$ cat src/rtl/arb_mux.sv
// arb_mux: N-channel valid/ready stream multiplexer with an internal
// round-robin or fixed-priority arbiter and a single registered output stage.
// The output register breaks every combinational path from the producers to
// the consumer. Only in_ready depends combinationally on in_valid/out_ready.
module arb_mux #(
  parameter int WIDTH = 32,
  parameter int N     = 4,
  parameter int RR    = 1,
  parameter int SEL_W = (N > 1) ? $clog2(N) : 1
) (
  input  logic               clk,
  input  logic               rst_n,
  input  logic [N-1:0]       in_valid,
  input  logic [N*WIDTH-1:0] in_data,
  output logic [N-1:0]       in_ready,
  output logic               out_valid,
  output logic [WIDTH-1:0]   out_data,
  output logic [SEL_W-1:0]   out_sel,
  input  logic               out_ready
);

  localparam logic [SEL_W-1:0] LAST = SEL_W'(N - 1);

  logic [SEL_W-1:0] prio_ptr;
  logic             load;
  logic             gnt_any;
  logic [SEL_W-1:0] gnt_idx;
  logic [SEL_W-1:0] scan;
  logic [SEL_W-1:0] ptr_next;

  // The output register can take a new beat when it is empty or draining.
  assign load = !out_valid || out_ready;

  // Pointer follows the granted channel, wrapping from N-1 back to 0.
  assign ptr_next = (gnt_idx == LAST) ? '0 : gnt_idx + 1'b1;

  // Arbiter: walk the channels starting at prio_ptr (RR) or 0 (fixed) and
  // grant the first one that is valid.
  always_comb begin
    gnt_any = 1'b0;
    gnt_idx = '0;
    scan    = (RR != 0) ? prio_ptr : '0;
    for (int k = 0; k < N; k++) begin
      if (!gnt_any && in_valid[scan]) begin
        gnt_any = 1'b1;
        gnt_idx = scan;
      end
      scan = (scan == LAST) ? '0 : scan + 1'b1;
    end
  end

  // Ready goes only to the granted channel, and only when the register can load.
  always_comb begin
    in_ready = '0;
    if (load && gnt_any) begin
      in_ready[gnt_idx] = 1'b1;
    end
  end

  // Output register and priority pointer; everything held while stalled.
  always_ff @(posedge clk or negedge rst_n) begin
    if (!rst_n) begin
      out_valid <= 1'b0;
      out_data  <= '0;
      out_sel   <= '0;
      prio_ptr  <= '0;
    end else if (load) begin
      if (gnt_any) begin
        out_valid <= 1'b1;
        out_data  <= in_data[int'(gnt_idx)*WIDTH +: WIDTH];
        out_sel   <= gnt_idx;
        if (RR != 0) begin
          prio_ptr <= ptr_next;
        end
      end else begin
        out_valid <= 1'b0;
      end
    end
  end

endmodule

$ cat config.mk
export PLATFORM = sky130hd
export DESIGN_NAME = arb_mux
export DESIGN_NICKNAME = d
export VERILOG_FILES = /design/src/rtl/arb_mux.sv
export SDC_FILE = /design/constraint.sdc
export NUM_CORES = 1
export LEC_CHECK = 0
export ABC_AREA = 1
export CAP_MARGIN = 40
export CORE_AREA = 8 8 93 111
export DETAILED_ROUTE_END_ITERATION = 8
export DIE_AREA = 0 0 101 119
export PLACE_DENSITY_LB_ADDON = 0.3
export SYNTH_ARGS = -nofsm -noshare
export SYNTH_HDL_FRONTEND = slang
export SYNTH_SLANG_ARGS = --single-unit
$ cat constraint.sdc
create_clock -name clk -period 2.94 [get_ports clk]
set_input_delay 0.588 -clock clk [delete_from_list [all_inputs] [get_ports clk]]
set_output_delay 0.588 -clock clk [all_outputs]
set_load 0.01 [all_outputs]
==> out/qor.csv, run 1 <==
metric,value,unit
dieWidth,101,um
drc_errors,0,
power.share.switching,0.529,
fmax,344,MHz
worstSetupPathType,flip-flop to output port,
numCtsBuffers,5,
irDropWorstVdd,1.71,mV
regArea,926,um2
p_sw,4.04,mW
p_leak,3.13,nW
hold_viol,0,
io_pins,174,
gr-total-overflow,0,
finish.utilization,0.650,
layout_common_cells,"nand2_1 (210), clkdlybuf4s50_1 (164), inv_1 (136), nand3_1 (99), dfrtp_1 (37)",
cts_htree_levels,2,
ant_nets,0,
cp_max_fo,4,
drv_cap,0,
min_period,2.90,ns
wire_per_inst,14.3,um
min_path_type,input pin to async pin,
cts_root_buf,clkbuf_8,
synth_nets,737,
synth_top_cell_by_area,dfrtp_1,
drt-pass1-iter-count,4,
nFillCells,780,
yosysSeqAreaShare,0.272,
cts_tree,built,
area_growth,62.7,%
rows,37,
dp_cells,878,
finalNonFillerCells,899,
power_density,1380,nW/um2
syn-cell-area,3400,um2
clockBufferDepth,2,
nets,918,
cts.clk_slew.worst_paths,0.08,ns
drt-initial-drc-count,264,
grt_start_max_net_pins,65,
sequentialPowerShare,0.127,
vias,4378,
io_buffers,173,
multiInputGateArea,1820,um2
netlist.area_leader.share,0.272,
max_slew_margin,0.439,
p_int,3.59,mW
core,8520,um2
die_h,119,um
min_period_over_period,0.988,
worstMarginPinSlew,0.841,ns
synth.distinct_cells,24,
dieArea,12000,um2
hpwlAfterDp,9450,um
syn_inst,600,
crit_required,2.35,ns
clock_power_share,0.045,
drt_wl_total,12800,um
crit_arrival,2.32,ns
end_kind,output port,
finClkSkew,0.00673,ns
antenna_found_initial,0,
status,"finished, final reports clean",
diodes,0,
tns,0,ns
via_per_inst,4.87,
start_util,0.400,
grt_usage,0.206,
power_frac_comb,0.828,
ys_ff_latch,37,
crit_path_start_kind,flip-flop,
avgSynthCellArea,5.67,um2
grt_pass1_wl,20500,um
routabilityCongestion,0.857,
final_common_cell,nand2_1,
slew_viol_final,0,
synth_area_leaders,"dfrtp_1 (27%), nand2_1 (24%), inv_1 (15%), nand3_1 (15%), nand4_1 (6.1%)",
worstSkewPairLatency,0.28,ns
yosys_warnings,0,
cts.sinks,37,
grt_pass1_vias,4353,
setup_viol,0,
drive_gt1_frac,0.104,
==> synthesized netlist by cell type <==
| cell | n |
|---|---|
| a21boi_0 | 1 |
| a21oi_1 | 1 |
| a21oi_4 | 1 |
| buf_1 | 5 |
| buf_2 | 23 |
| buf_4 | 3 |
| buf_6 | 3 |
| clkbuf_1 | 2 |
| dfrtp_1 | 37 |
| ha_1 | 2 |
| inv_1 | 140 |
| inv_2 | 5 |
| nand2_1 | 216 |
| nand2_2 | 2 |
| nand2_4 | 1 |
| nand3_1 | 103 |
| nand3_2 | 2 |
| nand4_1 | 33 |
| nor2_1 | 11 |
| nor2_2 | 2 |
| nor2_4 | 2 |
| nor3_1 | 1 |
| o21ai_0 | 3 |
| o21ai_2 | 1 |
==> repair_timing <==
action                                  4_1_cts  5_1_grt
resized for setup                            24       18
buffers inserted                              5        8
pin swaps                                     6       17
endpoints found under the setup margin        4        4
hold buffers                                  0        0
hold endpoints to repair                      0        0
gates cloned                                  0        0
==> worst paths after layout <==
kind                                   from           end  slack (ns)  cells after the start
worst max-delay path            prio_ptr[0]   in_ready[1]        0.04                     13
worst min-delay path                  rst_n  out_data[25]        0.41                      1
worst max register to register  prio_ptr[1]   out_data[3]        0.28                     17
worst min register to register  out_data[8]   out_data[8]        0.48                      2
max in group asynchronous             rst_n   out_data[7]        2.00                      1
min in group clk                out_data[8]   out_data[8]        0.48                      2
==> power groups by stage <==
| stage | Clock [mW] | Combinational, mW | Sequential [mW] |
|---|---|---|---|
| after detailed placement | 0 | 5.89 | 0.965 |
| after global routing | 0.381 | 7.03 | 0.999 |
| after global placement | 0 | 5.77 | 0.951 |
| after floorplan | 0 | 3.91 | 1.07 |
| after CTS | 0.358 | 6.06 | 0.967 |
| final | 0.340 | 6.32 | 0.971 |
==> kinds of logic after synthesis <==
logic type,share of synthesized area
and+or+nand+nor,0.487
AOI/OAI and AO/OA,0.0154
adders and majority gates,0.00735
DFF,0.272
buffers and inverters,0.218
==> flip-flops by register name (all words and copies together), names as in the netlist <==
signal,cells
out_sel,2
prio_ptr,2
out_data,32
out_valid,1
==> per-stage QoR <==
stage | area (um2) | hold slack [ns] | total power, mW | setup slack (ns)
global route | 5540 | 0.477 | 8.41 | -0.0633
detailed placement | 5280 | 0.465 | 6.85 | -0.374
CTS | 5430 | 0.428 | 7.39 | 0.0422
finish | 5540 | 0.407 | 7.63 | 0.0356
global placement | 5280 | 0.461 | 6.72 | -0.261
floorplan | 3400 | 0.292 | 4.98 | 0.242
==> layout make-up <==
class | instances | area share
tap | 117 | 0.0264
multi-input combinational | 382 | 0.329
timing repair buffer | 210 | 0.364
sequential | 37 | 0.167
clock buffer | 6 | 0.0131
inverter | 145 | 0.0983
clock inverter | 2 | 0.00181
==> per-layer routing <==
layer	GRT usage	wire (um)
met1	0.225	4910
met2	0.380	6730
met3	0.0577	949
met4	0.0467	250
met5	0	0
==> worst max-delay path, stage by stage (launching register included) <==
cell      delay [ns]
dfrtp_1         0.43
ha_4            0.19
nor2_4          0.14
nand2_2         0.10
nand3_4         0.10
nand2_4         0.07
nor2_4          0.13
nand4_1         0.21
nand3_4         0.14
buf_4           0.11
buf_4           0.10
nand2_1         0.05
nor2_1          0.10
clkbuf_2        0.14
(Power assumes the default switching activity.)
==> run 2: changes to the inputs <==
--- a/config.mk
+++ b/config.mk
@@ -11,6 +11,7 @@
 export DETAILED_ROUTE_END_ITERATION = 8
 export DIE_AREA = 0 0 101 119
 export PLACE_DENSITY_LB_ADDON = 0.3
+export REMOVE_ABC_BUFFERS = 1
 export SYNTH_ARGS = -nofsm -noshare
 export SYNTH_HDL_FRONTEND = slang
 export SYNTH_SLANG_ARGS = --single-unit
==> out/qor.csv, run 2 (synthesis results as in run 1) <==
metric,value,unit
cts_tree,built,
p_int,3.65,mW
grt_pass1_wl,19900,um
cpPeakStageDelay,0.41,ns
ctsHoldBuffers,0,
cpMostUsedCell,nand3_2,
rsz0062_at_grt,yes,
worstReg2RegEnd,out_data[29],
via_per_inst,4.83,
end_kind,output port,
p_leak,3.13,nW
min_path_type,input pin to async pin,
p_sw,4.00,mW
fin_ws,0.0524,ns
layout_common_cells,"nand2_1 (210), clkdlybuf4s50_1 (165), inv_1 (135), nand3_1 (99), dfrtp_1 (37)",
irDropWorstVdd,0.768,mV
crit_required,2.35,ns
cp_max_fo,4,
drt-pass1-iter-count,5,
setup_viol,0,
power.share.switching,0.523,
routabilityCongestion,0.867,
hpwlAfterDp,9210,um
fmax,346,MHz
multiInputGateArea,1810,um2
area_growth,63.2,%
worstRegToRegCells,16,
status,"finished, final reports clean",
power_frac_comb,0.820,
nets,915,
die_h,119,um
final_common_cell,nand2_1,
final_area,5550,um2
critPathTopFamily,buffers and inverters,
grt_pass1_vias,4269,
slew_viol_final,0,
min_period_over_period,0.982,
drt-initial-drc-count,257,
cpMaxStageDelayCell,clkdlybuf4s50_1,
crit_path_start_kind,input pin,
regArea,926,um2
finClkSkew,0.00583,ns
power_density,1380,nW/um2
worstMarginPinSlew,0.647,ns
start_util,0.400,
max_slew_margin,0.569,
crit_buf_inv,5,
cts.sinks,37,
gr-total-overflow,0,
ff2ff_setup_slack,0.30,ns
clock_power_share,0.055,
rows,37,
largest_register,out_data,
nFillCells,789,
finalNonFillerCells,895,
largest_reg_flops,32,
core,8520,um2
crit_arrival,2.30,ns
clockBufferDepth,2,
cts_root_buf,clkbuf_8,
drive_gt1_frac,0.103,
dpl_cell_area,5330,um2
worstSetupPathType,input pin to output port,
vias,4319,
drc_errors,0,
min_period,2.89,ns
wire_per_inst,13.8,um
top_regs,"out_data (32), out_sel (2), prio_ptr (2)",
hold_viol,0,
antenna_found_initial,0,
grt_usage,0.201,
cts.clk_slew.worst_paths,0.07,ns
diodes,0,
crit_chain,"clkdlybuf4s50_1, inv_2, nand2_1, nand3_2, nand2_2, nor2_4, nand4_1, nand3_2, buf_4, ha_1, inv_1, nor2_1, buf_2",
grt_start_max_net_pins,65,
worstSkewPairLatency,0.28,ns
io_buffers,173,
dp_cells,880,
cts_htree_levels,2,
dp_slack,-0.362,ns
numCtsBuffers,5,
io_pins,174,
drv_cap,0,
ant_nets,0,
dieArea,12000,um2
dieWidth,101,um
sequentialPowerShare,0.126,
drt_wl_total,12300,um
r2r-start,prio_ptr[0],
power,7.64,mW
-- run 2: changes by cell type in the layout (fill, tap and decap cells not counted), moves of 2 or more --
cell     change
nand3_2      +2
buf_12       +3
buf_4        -5
nand3_4      -2
-- run 2: worst register-to-register path: stages, from the launching register on --
cell     delay (ns)
dfrtp_1        0.42
ha_4           0.31
buf_4          0.12
nand2_1        0.06
nand2_1        0.06
nand2_1        0.04
nand2_1        0.08
nand2_2        0.09
nand4_1        0.14
buf_4          0.13
buf_4          0.10
buf_4          0.52
nand4_1        0.19
nand3_1        0.13
nand2_1        0.07
nand2_1        0.05
nand2_1        0.04
-- run 2: area by class of cell --
cell class              count  area share
clock inverters             2     0.00631
inverters                 145      0.0984
multi-input cells         382       0.326
repair buffers            207       0.364
well taps                 117      0.0264
flip-flops and latches     37       0.167
clock buffers               5      0.0124
-- run 2: worst max-delay path by stage --
stage / cells after the start / endpoint / from
floorplan: 11 / in_ready[3] / prio_ptr[0]
global placement: 14 / in_ready[3] / in_valid[3]
detailed placement: 14 / in_ready[3] / in_valid[3]
CTS: 13 / in_ready[3] / in_valid[3]
global route: 13 / in_ready[3] / prio_ptr[0]
finish: 13 / in_ready[3] / in_valid[2]
-- run 2: timing repair --
action | 4_1_cts | 5_1_grt
gates resized for setup | 24 | 17
pin swaps | 4 | 9
buffers inserted | 3 | 5
endpoints found under the hold margin | 0 | 0
setup endpoints to repair | 4 | 4
-- run 2: metal layers --
metal | routed length (um) | vias up | GRT usage
met2 | 6300 | 180 | 0.350
met3 | 1080 | 20 | 0.0577
met5 | 0 | - | 0
li1 | - | 2159 | -
met1 | 4650 | 1960 | 0.223
met4 | 310 | 0 | 0.0794
-- run 2: power groups by stage --
| stage | registers [mW] | logic [mW] | clock network [mW] |
|---|---|---|---|
| after global routing | 0.993 | 6.97 | 0.457 |
| after global placement | 0.951 | 5.89 | 0 |
| after floorplan | 1.07 | 3.50 | 0 |
| after detailed placement | 0.957 | 6.06 | 0 |
| final | 0.960 | 6.27 | 0.418 |
| after CTS | 0.961 | 6.17 | 0.433 |
-- run 2: stage by stage --
| step | setup TNS (ns) | util | hold slack (ns) |
|---|---|---|---|
| 2_1_floorplan | -57.21 | - | 0.292 |
| 3_3_place_gp | -0.958 | 0.624 | 0.461 |
| 3_5_place_dp | -1.30 | 0.626 | 0.388 |
| 4_1_cts | 0 | 0.645 | 0.0752 |
| 5_1_grt | -0.0489 | 0.652 | 0.0714 |
| 6_report | 0 | 0.652 | 0.0852 |
==> run 3: changes to the inputs <==
--- a/config.mk
+++ b/config.mk
@@ -7,9 +7,9 @@
 export LEC_CHECK = 0
 export ABC_AREA = 1
 export CAP_MARGIN = 40
-export CORE_AREA = 8 8 93 111
+export CORE_AREA = 2 2 87 105
 export DETAILED_ROUTE_END_ITERATION = 8
-export DIE_AREA = 0 0 101 119
+export DIE_AREA = 0 0 89 107
 export PLACE_DENSITY_LB_ADDON = 0.3
 export REMOVE_ABC_BUFFERS = 1
 export SYNTH_ARGS = -nofsm -noshare
==> out/qor.csv, run 3 (synthesis results as in run 1) <==
metric,value,unit
die_h,107,um
crit_arrival,2.27,ns
min_path_type,input pin to async pin,
largest_reg_flops,32,
gr-total-overflow,0,
largest_register,out_data,
start_util,0.400,
io_pins,174,
nets,915,
critPathTopFamily,simple AND/OR/NAND/NOR gates,
cts_root_buf,clkbuf_8,
routabilityCongestion,0.850,
io_buffers,173,
min_period,2.85,ns
worstReg2RegEnd,out_data[26],
grt_start_max_net_pins,65,
worstSkewPairLatency,0.29,ns
numCtsBuffers,5,
cpMaxStageDelayCell,clkdlybuf4s50_1,
min_period_over_period,0.971,
final_common_cell,nand2_1,
diodes,0,
cts_htree_levels,2,
crit_path_start_kind,input pin,
vias,4294,
core,8520,um2
hold_viol,0,
setup_viol,0,
status,"finished, final reports clean",
grt_pass1_wl,19100,um
end_kind,output port,
worstMarginPinSlew,0.822,ns
wire_per_inst,12.8,um
finClkSkew,0.00601,ns
cts_tree,built,
max_slew_margin,0.452,
drc_errors,0,
drt_wl_total,11500,um
ctsHoldBuffers,0,
cts.clk_slew.worst_paths,0.07,ns
dieArea,9520,um2
crit_chain,"clkdlybuf4s50_1, inv_2, nand2_1, nand3_2, nand2_2, nor2_4, nand4_1, nand3_4, buf_4, nand2_1, nor2_4, buf_6",
drt-initial-drc-count,155,
ant_nets,0,
cts.sinks,37,
crit_required,2.35,ns
top_regs,"out_data (32), out_sel (2), prio_ptr (2)",
tns,0,ns
clockBufferDepth,2,
worstRegToRegCells,16,
worstSetupPathType,input pin to output port,
layout_common_cells,"nand2_1 (209), clkdlybuf4s50_1 (165), inv_1 (136), nand3_1 (99), dfrtp_1 (37)",
fmax,350,MHz
antenna_found_initial,0,
irDropWorstVdd,0.779,mV
holdWs,0.388,ns
grt_usage,0.252,
cpPeakStageDelay,0.41,ns
ff2ff_setup_slack,0.25,ns
drive_gt1_frac,0.105,
p_leak,3.11,nW
power_density,1390,nW/um2
hpwlAfterDp,8370,um
cp_max_fo,4,
area_growth,63.1,%
slew_viol_final,0,
drv_cap,0,
rows,37,
crit_buf_inv,4,
grt_pass1_vias,4175,
r2r-start,prio_ptr[0],
dieWidth,89,um
via_per_inst,4.79,
drt-pass1-iter-count,5,
==> run 3: layout make-up <==
cell class	count	area [um2]
fillers	817	2970
repair buffers	207	1990
multi-input cells	382	1820
flip-flops and latches	37	926
inverters	145	544
well taps	117	146
clock buffers	6	82.6
clock inverters	2	37.5
==> run 3: through the flow <==
step	cells	power (mW)	cell area (um2)	utilization	worst slack, ns
finish	896	7.70	5550	0.651	0.0860
global route	896	8.54	5550	0.651	-0.0450
CTS	891	7.61	5490	0.645	0.00200
detailed placement	881	7.01	5300	0.622	-0.424
global placement	881	6.94	5300	0.622	-0.429
floorplan	564	4.57	3210	-	-2.03
==> run 3: how the worst max path moves through the flow <==
stage | start | endpoint | cells after the start
after floorplan | prio_ptr[0] | in_ready[3] | 11
after global placement | in_valid[1] | in_ready[1] | 12
after detailed placement | in_valid[1] | in_ready[1] | 12
after CTS | in_valid[3] | in_ready[3] | 12
after global routing | in_valid[2] | in_ready[1] | 12
final | in_valid[2] | in_ready[1] | 12
==> run 3: report_power, final <==
| group | total [mW] | internal (mW) | switching [mW] |
|---|---|---|---|
| clock | 0.457 | 0.276 | 0.182 |
| combinational | 6.28 | 2.58 | 3.70 |
| sequential | 0.962 | 0.816 | 0.146 |
| total | 7.70 | 3.67 | 4.02 |
==> run 3: timing repair <==
| item | CTS | global route |
|---|---|---|
| setup buffers | 2 | 5 |
| gates cloned | 0 | 0 |
| endpoints found under the hold margin | 0 | 0 |
| pin swaps | 4 | 10 |
| endpoints found under the setup margin | 4 | 19 |
| gates resized for setup | 19 | 22 |
==> run 3: layer usage <==
| metal | global-route usage | part of all wire |
|---|---|---|
| met1 | 0.294 | 0.38 |
| met2 | 0.464 | 0.54 |
| met3 | 0.0323 | 0.060 |
| met4 | 0.0832 | 0.020 |
| met5 | 0 | 0 |
